`src/rtl/ex_mem_stage.sv`:
```
// Execute->memory stage: branch/jump resolution with a registered one-cycle redirect and a 2-entry skid buffer.
// Optional feature macro: EX_MISALIGN_TRAP_EN (trap on taken targets with bit1 set instead of redirecting).
module ex_mem_stage #(
    parameter int XLEN       = 32,
    parameter int REG_ADDR_W = 5
) (
    input  logic                  clk,
    input  logic                  reset,
    input  logic                  flush,
    input  logic                  in_valid,
    output logic                  in_ready,
    input  logic [XLEN-1:0]       alu_result,
    input  logic                  equal,
    input  logic                  less_than,
    input  logic                  less_than_unsigned,
    input  logic [XLEN-1:0]       pc,
    input  logic [XLEN-1:0]       imm,
    input  logic [2:0]            funct3,
    input  logic                  is_branch,
    input  logic                  is_jal,
    input  logic                  is_jalr,
    input  logic [REG_ADDR_W-1:0] rd,
    input  logic                  reg_write,
    input  logic                  mem_read,
    input  logic                  mem_write,
    input  logic [XLEN-1:0]       store_data,
    output logic                  out_valid,
    input  logic                  out_ready,
    output logic [XLEN-1:0]       out_result,
    output logic [XLEN-1:0]       out_store_data,
    output logic [REG_ADDR_W-1:0] out_rd,
    output logic [2:0]            out_funct3,
    output logic                  out_reg_write,
    output logic                  out_mem_read,
    output logic                  out_mem_write,
    output logic                  redirect_valid,
    output logic [XLEN-1:0]       redirect_pc,
    output logic                  misalign_trap
);

    typedef enum logic [1:0] {EMPTY, ONE, FULL} buf_state_t;

    typedef struct packed {
        logic [XLEN-1:0]       result;
        logic [XLEN-1:0]       store_data;
        logic [REG_ADDR_W-1:0] rd;
        logic [2:0]            funct3;
        logic                  reg_write;
        logic                  mem_read;
        logic                  mem_write;
    } entry_t;

    buf_state_t state, next_state;
    entry_t     head, skid, new_entry;

    logic            accept, pop;
    logic            branch_cond, taken, misaligned, kill_ctrl;
    logic [XLEN-1:0] target;

    assign accept = in_valid & in_ready;
    assign pop    = out_valid & out_ready;

    // Branch condition and target resolve purely from the presented instruction.
    always_comb begin
        branch_cond = 1'b0;
        case (funct3)
            3'b000:  branch_cond = equal;
            3'b001:  branch_cond = ~equal;
            3'b100:  branch_cond = less_than;
            3'b101:  branch_cond = ~less_than;
            3'b110:  branch_cond = less_than_unsigned;
            3'b111:  branch_cond = ~less_than_unsigned;
            default: branch_cond = 1'b0;
        endcase
        taken  = is_jal | is_jalr | (is_branch & branch_cond);
        target = is_jalr ? {alu_result[XLEN-1:1], 1'b0} : pc + imm;
    end

`ifdef EX_MISALIGN_TRAP_EN
    assign misaligned = target[1];
`else
    assign misaligned = 1'b0;
`endif

    assign kill_ctrl = taken & misaligned;

    always_comb begin
        new_entry            = '0;
        new_entry.result     = (is_jal | is_jalr) ? pc + XLEN'(4) : alu_result;
        new_entry.store_data = store_data;
        new_entry.rd         = rd;
        new_entry.funct3     = funct3;
        new_entry.reg_write  = reg_write & ~kill_ctrl;
        new_entry.mem_read   = mem_read & ~kill_ctrl;
        new_entry.mem_write  = mem_write & ~kill_ctrl;
    end

    always_ff @(posedge clk or posedge reset) begin
        if (reset) begin
            state <= EMPTY;
        end else begin
            state <= next_state;
        end
    end

    // flush wins over any accept or pop in the same cycle.
    always_comb begin
        next_state = state;
        if (flush) begin
            next_state = EMPTY;
        end else begin
            case (state)
                EMPTY: if (accept) next_state = ONE;
                ONE: begin
                    if (accept && !pop)      next_state = FULL;
                    else if (pop && !accept) next_state = EMPTY;
                end
                FULL:  if (pop) next_state = ONE;
                default: next_state = EMPTY;
            endcase
        end
    end

    always_comb begin
        in_ready  = (state != FULL);
        out_valid = (state != EMPTY);
    end

    always_ff @(posedge clk or posedge reset) begin
        if (reset) begin
            head <= '0;
            skid <= '0;
        end else if (!flush) begin
            case (state)
                EMPTY: if (accept) head <= new_entry;
                ONE: begin
                    if (accept && pop)  head <= new_entry;
                    else if (accept)    skid <= new_entry;
                end
                FULL:  if (pop) head <= skid;
                default: ;
            endcase
        end
    end

    assign out_result     = head.result;
    assign out_store_data = head.store_data;
    assign out_rd         = head.rd;
    assign out_funct3     = head.funct3;
    assign out_reg_write  = head.reg_write;
    assign out_mem_read   = head.mem_read;
    assign out_mem_write  = head.mem_write;

    // redirect_pc only updates on a redirect so fetch sees a stable value afterwards.
    always_ff @(posedge clk or posedge reset) begin
        if (reset) begin
            redirect_valid <= 1'b0;
            redirect_pc    <= '0;
        end else begin
            redirect_valid <= accept & taken & ~misaligned & ~flush;
            if (accept && taken && !misaligned && !flush) begin
                redirect_pc <= target & {{(XLEN-2){1'b1}}, 2'b00};
            end
        end
    end

`ifdef EX_MISALIGN_TRAP_EN
    always_ff @(posedge clk or posedge reset) begin
        if (reset) begin
            misalign_trap <= 1'b0;
        end else begin
            misalign_trap <= accept & taken & misaligned & ~flush;
        end
    end
`else
    assign misalign_trap = 1'b0;
`endif

endmodule

```
`config.mk`:
```
export PLATFORM = sky130hd
export DESIGN_NAME = ex_mem_stage
export DESIGN_NICKNAME = d
export VERILOG_FILES = /design/src/rtl/ex_mem_stage.sv
export SDC_FILE = /design/constraint.sdc
export NUM_CORES = 1
export LEC_CHECK = 0
export CAP_MARGIN = 20
export CORE_UTILIZATION = 46
export CTS_BUF_LIST = sky130_fd_sc_hd__clkbuf_8
export CTS_CLUSTER_DIAMETER = 40
export DETAILED_ROUTE_END_ITERATION = 10
export GPL_TIMING_DRIVEN = 0
export PLACE_DENSITY = 0.79
export SETUP_SLACK_MARGIN = 0.1
export SLEW_MARGIN = 30
export SYNTH_ARGS = -nofsm -noshare
export SYNTH_HDL_FRONTEND = slang
export SYNTH_SLANG_ARGS = --single-unit
```
`constraint.sdc`:
```
create_clock -name clk -period 6.5 [get_ports clk]
set_input_delay 1.3 -clock clk [delete_from_list [all_inputs] [get_ports clk]]
set_output_delay 1.3 -clock clk [all_outputs]
set_load 0.1 [all_outputs]
```
==> results.cfg, run 1 <==
[grt]
grt_pass1_vias = 9269
grt_max_degree = 82
antenna_found_initial = 0
grt_overflow = 0
gr-usage-all-layers = 0.281
grt_pass1_wl_mm = 48.6

[route]
drt_iter0_drc = 578
drt-total-wl_mm = 30.9
drcViolationCount = 0
ant_nets = 0
drt_pass1_iterations = 5
drt-wirelength-per-cell_um = 18.2
vias_per_cell = 5.64
vias = 9585

[worst_setup_path]
crit_fanout = 10
path_cells = nor2b_1, clkbuf_1, inv_1, clkbuf_1, clkbuf_1, clkdlybuf4s50_1
start_kind = register
crit_buf_inv = 5
critical_path_arrival_ns = 3.64
worstSetupPathType = reg -> out
endpoint_kind = output port
cp_top_family = buffers and inverters
cpMaxStageDelayCell = clkdlybuf4s50_1
crit_required_ns = 5.20
crit_path_max_incr_delay_ns = 1.25
crit_top_cell = clkbuf_1

[synthesis]
ys_ff_latch = 183
synth.distinct_cells = 53
synth_edf_count = 0
syn_area_mm2 = 0.0101
netlist_instances = 1132
synthFlopType = dfrtp_1
avgSynthCellArea_um2 = 8.97
ys_async_sr_fraction = 1.00
yosys_warnings = 0
synth-seq-area-share = 0.451

[layout]
final_util = 0.632
num-fill-cells = 1785
nets = 1593
area_growth_pct = 33.0
antenna_cells = 0
drive_gt1_frac = 0.0849
finish.instance_area_mm2 = 0.0135
fin_cells = 1700

[flow_run]
drv_cap = 0

[timing]
setup_violations = 0
fmax_mhz = 202
holdWs_ns = 0.483
period_needed_ns = 4.94
rsz0062_at_grt = false
slew-limit-headroom = 0.301
drv_slew = 0
worst_slew_pin_slew_ns = 1.05
finalCritPeriodShare = 0.761
hold_viol = 0
clock-skew-final_ns = 0.00952
setup_slack_ns = 1.56

[cts]
htreeDepth = 4
cts_root_buf = clkbuf_8
numCtsBuffers = 17
post_cts_resize_count = 0
cts_tree = yes
holdBufCountCts = 0
clock_latency_ns = 0.47
postCtsSetupBuffers = 0
clkSinkCount = 183
clkTransAtPathRegs_ns = 0.10
cts_buffer_depth = 2

[outcome]
outcome = complete, no violations

[placement]
placed_cells = 1668
place_ws_ns = 1.80
hpwl_mm = 24.1
dpl_cell_area_mm2 = 0.0131
io_buffer_count = 257
place_congestion = 0.963

[pwr]
ir_drop_uv = 191
power.density_mw_per_mm2 = 320
leakagePower_uw = 0.00570

[floorplan]
die_x_um = 151
core-area_mm2 = 0.0214
dieArea_mm2 = 0.0227
ios = 261
rows = 53
die_h_um = 151
initial_core_util = 0.475

[min_path]
min_path_type = reg -> reg
[final timing paths]
| check | startpoint | endpoint | slack [ns] | cells past startpoint |
|---|---|---|---|---|
| min reg2reg | skid[66] | skid[66] | 0.48 | 1 |
| max in group asynchronous | reset | out_result[5] | 4.26 | 4 |
| max reg2reg | state[0] | out_result[24] | 3.54 | 8 |
| min in group asynchronous | reset | skid[15] | 1.16 | 2 |
| max | state[1] | in_ready | 1.56 | 6 |
| min | skid[66] | skid[66] | 0.48 | 1 |
[power breakdown]
part	internal (uW)	switching (uW)	leakage, uW
Sequential	1400	149	0.00217
Combinational	566	1430	0.00334
Clock	319	457	0.000188
Total	2290	2030	0.00570
[cell families after synthesis]
| family | synth area share |
|---|---|
| buffers and inverters | 0.0333 |
| adder cells (fa/ha/maj) | 0.0382 |
| XOR/XNOR | 0.0492 |
| AND/OR/NAND/NOR | 0.180 |
| flip-flops | 0.451 |
| AO/OA/AOI/OAI | 0.165 |
| other | 0.000370 |
| multiplexers | 0.0821 |
[cells in the final DEF (no fill, tap or decap), drive strengths merged, types with 9 or more instances in the layout]
cell type and count:
nor2 114, a31oi 63, o221ai 10, nand4 21, a21o 18, o21ai 51
nand3 38, nand2 210, clkbuf 79, mux2i 9, xor2 29, dfrtp 183
xnor2 28, clkdlybuf4s50 251, nor3 11, mux2 66, buf 16, a211oi 10
ha 31, inv 20, o21a 10, a21oi 82
[per-stage QoR]
step / total power [uW] / TNS (ns)
finish: 4320 / 0
global route: 4510 / 0
CTS: 4340 / 0
detailed placement: 3570 / 0
global placement: 3530 / -422.70
floorplan: 3000 / 0
[state kept, by name (all words and copies together), names as in the netlist]
signal / flops
out_mem_write: 1
out_funct3: 3
out_result: 32
redirect_pc: 30
state: 2
skid: 75
out_rd: 5
out_reg_write: 1
out_store_data: 32
out_mem_read: 1
redirect_valid: 1
[routing by layer]
| layer | track usage | part of all wire | routed length [um] | up-vias |
|---|---|---|---|---|
| met5 | 0 | 0 | 0 | - |
| met3 | 0.0509 | 0.084 | 2590 | 60 |
| met2 | 0.459 | 0.47 | 14600 | 425 |
| met1 | 0.369 | 0.42 | 12800 | 4550 |
| met4 | 0.107 | 0.029 | 891 | 0 |
| li1 | - | - | - | 4550 |
[cell usage after synthesis, types with 6 or more instances]
cell | instances | area (um^2)
clkbuf_1 | 62 | 233
a21oi_1 | 82 | 410
nand3_1 | 38 | 190
nand4_1 | 21 | 131
nand2_1 | 210 | 788
mux2i_1 | 9 | 90.1
and3_1 | 7 | 43.8
xnor2_1 | 28 | 245
a31oi_1 | 63 | 394
mux2_2 | 66 | 743
nor3_1 | 11 | 55.1
nor2_1 | 114 | 428
o221ai_1 | 10 | 87.6
or2_2 | 6 | 37.5
a211oi_1 | 10 | 75.1
o21ai_0 | 51 | 255
a21o_1 | 18 | 135
dfrtp_1 | 183 | 4580
inv_1 | 14 | 52.6
ha_1 | 31 | 388
xor2_1 | 29 | 254
o21a_1 | 10 | 75.1
[cell type report]
type / instances / area (um^2) / share of cell area
Inverter: 15 / 63.8 / 0.00473
Timing Repair Buffer: 259 / 2600 / 0.192
Tap cell: 275 / 344 / 0.0255
Clock inverter: 15 / 163 / 0.0120
Clock buffer: 17 / 234 / 0.0173
Buffer: 70 / 282 / 0.0209
Sequential cell: 183 / 4580 / 0.339
Multi-Input combinational cell: 866 / 5240 / 0.388
[worst reg2reg max path: stages, from the launching register on]
cell and delay, ns:
dfrtp_1 0.46, nor2b_1 0.13, clkbuf_1 0.41, o21ai_0 0.25, a21oi_1 0.40, clkbuf_1 0.51, clkbuf_1 0.47, nand3_1 0.16
nand3_1 0.12
Power figures use the tool's default switching activity.
==> run 2, diff against run 1 <==
==> constraint.sdc (replaced) <==
create_clock -name clk -period 4.2 [get_ports clk]
set_input_delay 0.84 -clock clk [delete_from_list [all_inputs] [get_ports clk]]
set_output_delay 0.84 -clock clk [all_outputs]
set_load 0.1 [all_outputs]
==> run 2 against run 1 <==
Hold slack improved by 0.0015 ns. Clock power increased by 56%. Global-route usage decreased by 0.14 points. Via count decreased by 0.34%. Utilization increased by 0.53 points. Largest power group unchanged. Non-clock buffer count increased by 5. Sequential cell count unchanged. Wire length decreased by 0.75%. Final cell count increased by 0.29%. Combinational power increased by 55%. Sequential power increased by 55%. Cell area increased by 0.83%.
==> results.cfg, run 2 (synthesized netlist as in run 1, its figures left out) <==
[outcome]
outcome = complete, no violations

[placement]
placed_cells = 1673
hpwl_mm = 24.6
io_buffer_count = 257
place_congestion = 0.950
place_ws_ns = -0.0136

[pwr]
leakagePower_uw = 0.00576
ir_drop_uv = 239
power.density_mw_per_mm2 = 493
p_sw_uw = 3190
power.internal_uw = 3510
seqPwrFrac = 0.359
pwr-share-comb = 0.461
clkPwrFrac = 0.180
switching_share = 0.476

[timing]
slew-limit-headroom = 0.299
setup_violations = 0
rsz0062_at_grt = false
finalCritPeriodShare = 0.941
hold_viol = 0
fmax_mhz = 253
worst_slew_pin_slew_ns = 1.05
clock-skew-final_ns = 0.0161
period_needed_ns = 3.95
setup_slack_ns = 0.248
drv_slew = 0

[worst_setup_path]
worstSetupPathType = reg -> out
cpMaxStageDelayCell = clkdlybuf4s15_2
crit_fanout = 10
cp_top_family = buffers and inverters
endpoint_kind = output port
crit_buf_inv = 5
start_kind = register
critical_path_arrival_ns = 3.11
crit_top_cell = clkbuf_1
crit_required_ns = 3.36
path_cells = nor2b_1, clkbuf_1, inv_1, clkbuf_1, clkbuf_1, clkdlybuf4s15_2
crit_path_max_incr_delay_ns = 0.64

[route]
drt_pass1_iterations = 7
ant_nets = 0
vias_per_cell = 5.60
drt-wirelength-per-cell_um = 18.0
vias = 9552
drt_iter0_drc = 397
drt-total-wl_mm = 30.6
drcViolationCount = 0

[cts]
cts_tree = yes
numCtsBuffers = 17
clkSinkCount = 183
cts_buffer_depth = 2
clkTransAtPathRegs_ns = 0.10
clock_latency_ns = 0.48
cts_root_buf = clkbuf_8
postCtsSetupBuffers = 0
htreeDepth = 4

[layout]
top_register = skid
nets = 1598
layout_commonest_cell = clkdlybuf4s50_1
final_cell_mix = 249 x clkdlybuf4s50_1, 210 x nand2_1, 183 x dfrtp_1
drive_gt1_frac = 0.0895
area_growth_pct = 34.2
fin_cells = 1705
antenna_cells = 0
final_util = 0.638
largest_register_ff_count = 75
num-fill-cells = 1795

[floorplan]
die_h_um = 151
rows = 53
ios = 261
initial_core_util = 0.475
die_x_um = 151
core-area_mm2 = 0.0214
dieArea_mm2 = 0.0227

[flow_run]
drv_cap = 0

[grt]
grt_overflow = 0
grt_pass1_wl_mm = 48.4
grt_pass1_vias = 9516
grt_max_degree = 31
gr-usage-all-layers = 0.279
antenna_found_initial = 0

[min_path]
min_path_type = reg -> reg
==> run 2: cell type report <==
type | instances | area [um^2] | share of cell area
tap | 275 | 344 | 0.0253
clock buffer | 17 | 234 | 0.0172
multi-input combinational | 866 | 5240 | 0.385
clock inverter | 15 | 175 | 0.0129
timing repair buffer | 264 | 2700 | 0.198
sequential | 183 | 4580 | 0.336
inverter | 15 | 60.1 | 0.00441
buffer | 70 | 282 | 0.0207
==> run 2: worst paths after layout <==
kind | endpoint | depth (start not counted) | slack [ns] | from
max | in_ready | 6 | 0.25 | state[1]
min | skid[63] | 1 | 0.48 | skid[63]
max reg2reg | out_result[26] | 8 | 1.13 | state[0]
min reg2reg | skid[63] | 1 | 0.48 | skid[63]
max in group asynchronous | redirect_pc[23] | 6 | 2.36 | reset
min in group asynchronous | out_rd[4] | 2 | 0.76 | reset
==> run 2: layer usage <==
| layer | wire length [um] | vias to the layer above | share of wire | global-route usage |
|---|---|---|---|---|
| met5 | 0 | - | 0 | 0 |
| met4 | 926 | 0 | 0.030 | 0.112 |
| met3 | 2070 | 62 | 0.068 | 0.0367 |
| met2 | 14900 | 381 | 0.49 | 0.479 |
| met1 | 12800 | 4545 | 0.42 | 0.355 |
| li1 | - | 4564 | - | - |
==> run 2: what timing repair did <==
action                                  in CTS  in global routing
gates resized for setup                      3                  0
hold buffers                                 0                  0
endpoints found under the setup margin       1                  0
==> run 2: stage by stage <==
step | setup TNS (ns) | area [um^2] | total power, uW | hold WS [ns]
floorplan | 0 | 10200 | 4650 | 0.450
finish | 0 | 13600 | 6710 | 0.485
detailed placement | -0.0136 | 13200 | 5540 | 0.466
global placement | -85.92 | 13100 | 5470 | 0.459
CTS | 0 | 13600 | 6740 | 0.489
global route | 0 | 13600 | 7000 | 0.517
==> run 2: power by group through the flow <==
stage,logic (uW),clock network [uW],registers [uW]
global placement,3050,0,2420
global route,3240,1300,2460
CTS,3100,1240,2410
finish,3090,1210,2410
floorplan,782,0,3870
detailed placement,3100,0,2440
==> run 3, diff against run 2 <==
--- a/config.mk
+++ b/config.mk
@@ -12,7 +12,7 @@
 export DETAILED_ROUTE_END_ITERATION = 10
 export GPL_TIMING_DRIVEN = 0
 export PLACE_DENSITY = 0.79
-export SETUP_SLACK_MARGIN = 0.1
+export SETUP_SLACK_MARGIN = 0.02
 export SLEW_MARGIN = 30
 export SYNTH_ARGS = -nofsm -noshare
 export SYNTH_HDL_FRONTEND = slang
==> results of run 3 <==
Final layout, timing and power as in run 2 (identical DEF).
